`config.mk`:
```
export PLATFORM = sky130hd
export DESIGN_NAME = tgr_mq
export DESIGN_NICKNAME = d
export VERILOG_FILES = /design/src/rtl/tgr_mq.sv
export SDC_FILE = /design/constraint.sdc
export NUM_CORES = 1
export LEC_CHECK = 0
export BUFFER_PORTS_ARGS = -buffer_cell sky130_fd_sc_hd__buf_2
export CAP_MARGIN = 20
export CORE_ASPECT_RATIO = 0.5
export CORE_MARGIN = 4
export CORE_UTILIZATION = 50
export DETAILED_ROUTE_END_ITERATION = 6
export PLACE_DENSITY = 0.71
export SLEW_MARGIN = 20
export SYNTH_ARGS = -nofsm -noshare
export SYNTH_HDL_FRONTEND = slang
export SYNTH_SLANG_ARGS = --single-unit
```
`constraint.sdc`:
```
create_clock -name clk -period 7.05 [get_ports clk]
set_input_delay 0.705 -clock clk [delete_from_list [all_inputs] [get_ports clk]]
set_output_delay 0.705 -clock clk [all_outputs]
set_load 0.02 [all_outputs]
```
`src/rtl/tgr_mq.sv`:
```
// Multi-channel token-bucket traffic gate: per-channel buckets refilled once per slot,
// drained on scheduler grants. Optional macro TGR_DEFICIT_EN allows negative buckets.
module tgr_mq #(
   parameter int CH_NUM   = 4,
   parameter int TOKEN_W  = 16,
   parameter int LEN_W    = 12,
   parameter int OVERHEAD = 4
) (
   input  logic                       clk,
   input  logic                       rst,
   input  logic                       test_stop,
   input  logic                       lau_update_finish,
   input  logic [CH_NUM-1:0]          in_tgr_ch_en,
   input  logic [CH_NUM*LEN_W-1:0]    in_tgr_pkt_len,
   input  logic [CH_NUM*TOKEN_W-1:0]  in_tgr_tb_size,
   input  logic [CH_NUM*TOKEN_W-1:0]  in_tgr_tb_rate,
   input  logic                       in_tgr_slot_shift,
   input  logic                       in_tgr_sel_valid,
   input  logic [3:0]                 in_tgr_sel_id,
   output logic [CH_NUM-1:0]          out_tgr_req,
   output logic                       out_tgr_err
);

   localparam int RW = TOKEN_W + 2;

   typedef enum logic {
      S_INIT,
      S_RUN
   } state_e;

   state_e                     state_q, state_d;
   logic                       slot_q, slot_d;
   logic [CH_NUM-1:0][RW-1:0]  rt_q, rt_d;
   logic [CH_NUM-1:0]          req_q, req_d;
   logic                       err_q, err_d;

   logic                       slot_hit;
   logic                       id_bad;
   logic                       id_req;
   logic [CH_NUM-1:0]          grant;
   logic [CH_NUM-1:0][RW-1:0]  cost;
   logic [CH_NUM-1:0][RW-1:0]  size_x;
   logic [CH_NUM-1:0][RW-1:0]  rate_x;
   logic [CH_NUM-1:0][RW-1:0]  sum;
   logic [CH_NUM-1:0][RW-1:0]  nxt;
   logic [CH_NUM-1:0]          req_ok;

   always_comb begin
      state_d = state_q;
      if (test_stop) begin
         state_d = S_INIT;
      end else if (state_q == S_INIT && lau_update_finish) begin
         state_d = S_RUN;
      end
   end

   assign slot_hit = in_tgr_slot_shift ^ slot_q;
   assign slot_d   = in_tgr_slot_shift;

   always_comb begin
      for (int i = 0; i < CH_NUM; i++) begin
         cost[i]   = RW'(in_tgr_pkt_len[i*LEN_W +: LEN_W]) + RW'(OVERHEAD);
         size_x[i] = RW'(in_tgr_tb_size[i*TOKEN_W +: TOKEN_W]);
         rate_x[i] = RW'(in_tgr_tb_rate[i*TOKEN_W +: TOKEN_W]);
         grant[i]  = in_tgr_sel_valid && (in_tgr_sel_id == 4'(i));
         sum[i]    = rt_q[i]
                   + (slot_hit ? rate_x[i] : '0)
                   - (grant[i] ? cost[i] : '0);
`ifdef TGR_DEFICIT_EN
         // Deficit mode: negative balance is carried into later slots.
         if ($signed(sum[i]) > $signed(size_x[i])) begin
            nxt[i] = size_x[i];
         end else begin
            nxt[i] = sum[i];
         end
         req_ok[i] = $signed(rt_q[i]) > $signed(RW'(0));
`else
         if ($signed(sum[i]) < $signed(RW'(0))) begin
            nxt[i] = '0;
         end else if (sum[i] > size_x[i]) begin
            nxt[i] = size_x[i];
         end else begin
            nxt[i] = sum[i];
         end
         req_ok[i] = rt_q[i] >= cost[i];
`endif
      end
   end

   always_comb begin
      for (int i = 0; i < CH_NUM; i++) begin
         rt_d[i]  = '0;
         req_d[i] = 1'b0;
         if (!in_tgr_ch_en[i] || state_d == S_INIT) begin
            rt_d[i] = '0;
         end else if (state_q == S_INIT) begin
            rt_d[i] = (rate_x[i] < size_x[i]) ? rate_x[i] : size_x[i];
         end else begin
            rt_d[i] = nxt[i];
         end
         // A granted channel drops its request for one cycle while its cost lands.
         req_d[i] = (state_q == S_RUN) && !test_stop && in_tgr_ch_en[i]
                  && !grant[i] && req_ok[i];
      end
   end

   always_comb begin
      id_req = 1'b0;
      for (int i = 0; i < CH_NUM; i++) begin
         if (in_tgr_sel_id == 4'(i)) begin
            id_req = req_q[i];
         end
      end
      id_bad = {1'b0, in_tgr_sel_id} >= 5'(CH_NUM);
      err_d  = (state_q == S_RUN) && in_tgr_sel_valid && (id_bad || !id_req);
   end

   always_ff @(posedge clk) begin
      if (rst) begin
         state_q <= S_INIT;
         slot_q  <= 1'b0;
         rt_q    <= '0;
         req_q   <= '0;
         err_q   <= 1'b0;
      end else begin
         state_q <= state_d;
         slot_q  <= slot_d;
         rt_q    <= rt_d;
         req_q   <= req_d;
         err_q   <= err_d;
      end
   end

   assign out_tgr_req = req_q;
   assign out_tgr_err = err_q;

endmodule
```
After elaboration in Yosys (flattened, before gate mapping)

Index checks and enable logic that the tools add are counted.

Add/sub/neg operators: 12
Order comparisons: 17
Eq/ne operators: 3
Multiplexer cells: 30
Bitwise operators: 3
Reduce and logical (&&, ||, !) cells: 40

Operator list:

| kind                    | number |
|---|---|
| $mux W18                | 12 |
| $mux W16                | 8 |
| $add A18 B16 Y18        | 4 |
| $ge A18 B13 Y1          | 4 |
| $gt A18 B16 Y1          | 4 |
| $lt A18 B1 Y1 const B   | 4 |
| $sub A18 B13 Y18        | 4 |
| $lt A16 B16 Y1          | 4 |
| $add A12 B3 Y13 const B | 4 |
| $mux W13                | 4 |
| $logic_and A1 B1 Y1     | 20 |
| $logic_not A1 Y1        | 10 |
| $eq A4 B2 Y1 const B    | 2 |
| $reduce_or A2 Y1        | 4 |
| $mux W1                 | 6 |
| $logic_or A1 B1 Y1      | 5 |
| $eq A4 B1 Y1 const B    | 1 |
| $ge A4 B3 Y1 const B    | 1 |
| $logic_not A4 Y1        | 1 |
| $not A1 Y1              | 2 |
| $xor A1 B1 Y1           | 1 |

Bits in registers: 79
Bits of input ports: 190
Word-level logic and storage cells: 113

Longest topological paths before layout

Depth in word-level cells: 8
Mapped depth: 26
Mapped depth without buffers: 24

Least setup slack after synthesis

Ideal clock, no wire load.

Path type: input to register
Start point: input port in_tgr_slot_shift
End point: register rt_q[15] (netlist name)
Setup time: 0.122 ns
Arrival: 5.496 ns
Path slack: 1.432 ns
Stages on the path: 20
Cells stage by stage: xor2_1 -> clkbuf_1 -> nand2_1 -> fa_1 -> inv_1 -> fa_1 -> a211oi_1 -> o21ai_0 -> a211o_1 -> a21o_1 -> a21oi_1 -> xnor2_1 -> ha_1 -> nand4_1 -> or3_1 -> a211oi_1 -> nand4_1 -> and2b_1 -> buf_2 -> a221o_1

Longest elaborated chain between the ends: 8
Elaborated cells between the ends (all ways): 9
Classes of those cells: add/sub (2); order compare (2); mux (4); bitwise (1)

RTL lines:

| item                   | line | source |
|---|---|---|
| start: declaration     | 17   | `input logic in_tgr_slot_shift,` |
| $xor A1 B1 Y1 *        | 57   | `assign slot_hit = in_tgr_slot_shift ^ slot_q;` |
| $mux W16 *             | 67   | `+ (slot_hit ? rate_x[i] : '0)` |
| $add A18 B16 Y18 *     | 67   |  |
| $sub A18 B13 Y18 *     | 68   | `- (grant[i] ? cost[i] : '0);` |
| $gt A18 B16 Y1         | 80   | `end else if (sum[i] > size_x[i]) begin` |
| $mux W18               | 80   |  |
| $mux W18 *             | 78   | `if ($signed(sum[i]) < $signed(RW'(0))) begin` |
| $mux W18 *             | 96   | `end else if (state_q == S_INIT) begin` |
| end signal: assignment | 128  | `rt_q <= rt_d;` |
| end: declaration       | 33   | `logic [CH_NUM-1:0][RW-1:0] rt_q, rt_d;` |

Mark *: on every way between the ends. The rest lies on a longest branch, timed or not.
A chain may end at the register's enable or synchronous reset.

Worst setup path in the final report

Start point: input port in_tgr_sel_id[2]
End point: register rt_q[1] (netlist name)

Longest elaborated chain between the ends: 8
Elaborated cells between the ends (all ways): 9
Classes of those cells: add/sub (1); order compare (2); mux (4); reduce/logical (2)

RTL lines:

| item                  | line | source |
|---|---|---|
| start: declaration    | 19   | `input logic [3:0] in_tgr_sel_id,` |
| $logic_not A4 Y1 *    | 65   | `grant[i] = in_tgr_sel_valid && (in_tgr_sel_id == 4'(i));` |
| $logic_and A1 B1 Y1 * | 65   |  |
| $mux W13 *            | 68   |  |
| $sub A18 B13 Y18 *    | 68   |  |
| $gt A18 B16 Y1        | 80   |  |
| $mux W18              | 80   |  |
| $mux W18 *            | 78   |  |
| $mux W18 *            | 96   |  |

Marks and branches as above.

==> metrics.yaml <==
path_clk_slew_ps: 70
drive_gt1_share_pct: 12.6
p_clk_share_pct: 20.0
vdd_ir_drop_max_v: 0.000130
async_flop_share_pct: 0
worst_path_largest_cell_delay_ps: 660
worstMarginPinSlew_ps: 1200
fillers: 2510
switching_share_pct: 44.6
first_global_vias: 12600
synth_compound_area_share_pct: 19.5
synth_top_area_cell: "ha_1"
p_switching_w: 0.00128
postCtsHoldBufs: 0
comb_power_share_pct: 63.5
antenna_left: 0
root_buffer: "clkbuf_16"
cts_sinks: 79
synthMuxAreaShare_pct: 6.36
ys_seq_elements: 79
design.core.area_um2: 26700
drt_iter0_drc: 932
synthFlopType: "dfxtp_1"
synth_fa_ha_area_share_pct: 32.3
cp.arrival_ps: 6620
fmax_ghz: 0.157
setup_violations: 0
ys_types: 69
place_ws_ps: 467
crit_buf_inv: 3
wirelength_um: 38800
post-route-cell-area_um2: 15500
dp_hpwl_um: 32200
synth_edf_count: 0
grt_overflow: 0
finalClockSkew_ps: 11.0
crit_fanout: 15
cp_top_family: "compound AO/OA/AOI/OAI gates"
synthCells: 1739
synthSimpleGateAreaFrac_pct: 15.3
synthXorXnorAreaFrac_pct: 5.86
vias_per_cell: 5.61
holdCritPathClass: "input port to flop"
portBuffers: 194
cts_buffers: 9
max-cap-violations: 0
p_leak_nw: 8.08
finalHoldViolations: 0
crit_slowest_cell: "a2111oi_0"
crit_type: "input port to flop"
io_pins: 195
fin_util_pct: 58.1
rsz0062_at_grt: "false"
place_congestion: 0.912
antenna_found_initial: 5
area.growth.synth_to_final_pct: 13.1
post-cts-setup-buffer-count: 0
cts_resized: 0
grt_max_degree: 36
postPlaceCellArea_um2: 15200
cts_tree: "built"
p_int_w: 0.00159
power_frac_seq_pct: 16.5
drc: 0
drv_slew: 0
fin_crit_sh_pct: 90.2
htreeDepth: 3
fin_tns_setup_ps: 0
yosys_warnings: 0
dr.pass1.iters: 5
layout_commonest_cell: "inv_1"
die_w_um: 242
period_needed_ps: 6360
crit_path_start_kind: "input port"
yosysSeqAreaShare_pct: 11.5
clockBufferDepth: 2
vias: 12900
setup_ws_ps: 690
drt-wirelength-per-cell_um: 16.9
cp_data_required_time_ps: 7310
syn_area_per_cell_um2: 7.90
die_h_um: 125
reg2reg_slack_ps: 1130
synth_top_area_share_pct: 24.8
grt_util_all_layers_pct: 25.2
synth.area.top_cells: "ha_1, dfxtp_1, inv_1"
dieArea_um2: 30400
slew_headroom_pct: 18.0
nNetsFinal: 2448
most-common-layout-cells: "inv_1, ha_1, buf_2"
outcome: "finished, final reports clean"
initial_core_util_pct: 51.4
crit_chain: "buf_2, nor2_1, nand2_1, or3_1, nor2_1, fa_1, inv_1, ha_1, a211oi_1, o21ai_0, a31oi_1, nor2b_1, xnor2_1, ha_1, nand4_1, inv_1, a2111oi_0, o311ai_0, a211oi_1, nand4_1, and2b_1, a221o_1"
synth_top_family_by_area: "adder cells"
netlist_area_um2: 13700
end_kind: "flop"
grt_first_pass_wirelength_um: 62700
rows: 42
clk_latency_ps: 370
power_density_nw_per_um2: 185
[sequential cells by signal (all words and copies together) (netlist names)]
name         flops
out_tgr_err      1
out_tgr_req      4
state_q          1
slot_q           1
rt_q            72
[cells in the mapped netlist, types with 4 or more instances]
cell type and count:
o22ai_2 8, o211ai_1 11, a31oi_1 10, mux2i_1 84, nand4_1 26, o22ai_1 32
nor2_1 112, a221o_1 16, inv_1 299, nand3_1 56, nand2_1 121, a211oi_1 21
a32oi_1 6, ha_1 272, a2111oi_0 7, nor2b_1 21, nand3b_1 4, clkbuf_1 26
o21ai_1 9, xnor2_1 55, nand2b_1 11, dfxtp_1 79, fa_1 52, a211o_1 4
a21boi_0 4, o21bai_1 16, a21o_1 50, xor2_1 37, nor3_1 20, o21ai_0 58
and3_1 28, or3_1 9, and4_1 8, nor4_1 9, o21a_1 7, a21oi_1 93
[per-layer routing]
| metal | global-route usage [%] | wire length [µm] | up-vias | part of all wire [%] |
|---|---|---|---|---|
| li1 | - | - | 6500 | - |
| met2 | 43.6 | 18400 | 319 | 47 |
| met1 | 32.6 | 17700 | 5998 | 46 |
| met4 | 8.29 | 930 | 0 | 2.4 |
| met5 | 0 | 0 | - | 0 |
| met3 | 3.77 | 1770 | 59 | 4.5 |
[power groups by stage]
stage / logic [W] / clock network, W / registers, W
global placement: 0.00177 / 0 / 0.000482
CTS: 0.00181 / 0.000583 / 0.000472
global route: 0.00204 / 0.000599 / 0.000473
floorplan: 0.00135 / 0 / 0.000478
detailed placement: 0.00179 / 0 / 0.000482
finish: 0.00182 / 0.000575 / 0.000472
[worst register-to-register path: stages (launching register included)]
cell       delay, ps
dfxtp_1          420
xor2_4           400
buf_4            360
nand2_1          120
fa_1             490
inv_1             40
ha_1             350
and2_1           190
a22o_1           190
a31oi_1          210
nor2b_1          190
xnor2_1          160
ha_1             280
nand4_1          140
inv_1             50
a2111oi_0        660
o311ai_0         220
a211oi_1         290
nand4_1          190
and2b_1          420
a221o_1          440
[path summary, 6_finish.rpt]
check             depth (start not counted)        endpoint         startpoint
setup / recovery                         22         rt_q[1]   in_tgr_sel_id[2]
hold / removal                            2         state_q  lau_update_finish
setup reg to reg                         20         rt_q[1]             slot_q
hold reg to reg                           3  out_tgr_req[2]           rt_q[53]
[cell type report]
class / count / area, µm² / share of cell area [%]
Antenna cell: 5 / 12.5 / 0.0805
Clock buffer: 14 / 284 / 1.83
Clock inverter: 2 / 60.1 / 0.386
Inverter: 299 / 1120 / 7.22
Multi-Input combinational cell: 1338 / 11000 / 70.5
Sequential cell: 79 / 1580 / 10.2
Tap cell: 352 / 440 / 2.83
Timing Repair Buffer: 207 / 1080 / 6.95
[cells by family (layout without fill, tap and decap cells)]
kind of cell,count (synthesis),after routing
buf+inv,329,522
flops,79,79
simple gates,438,438
mux,86,86
fa+ha+maj,324,324
other cells,1,13
xor+xnor,92,92
compound gates,390,390
[through the flow]
step           power [W]  hold slack, ps  instances
6_report         0.00287             554       2296
5_1_grt          0.00312             558       2296
4_1_cts          0.00286             541       2291
3_5_place_dp     0.00227             605       2275
3_3_place_gp     0.00225             605       2275
2_1_floorplan    0.00183             499       1746
No activity file was read; power rests on OpenSTA's default activity.
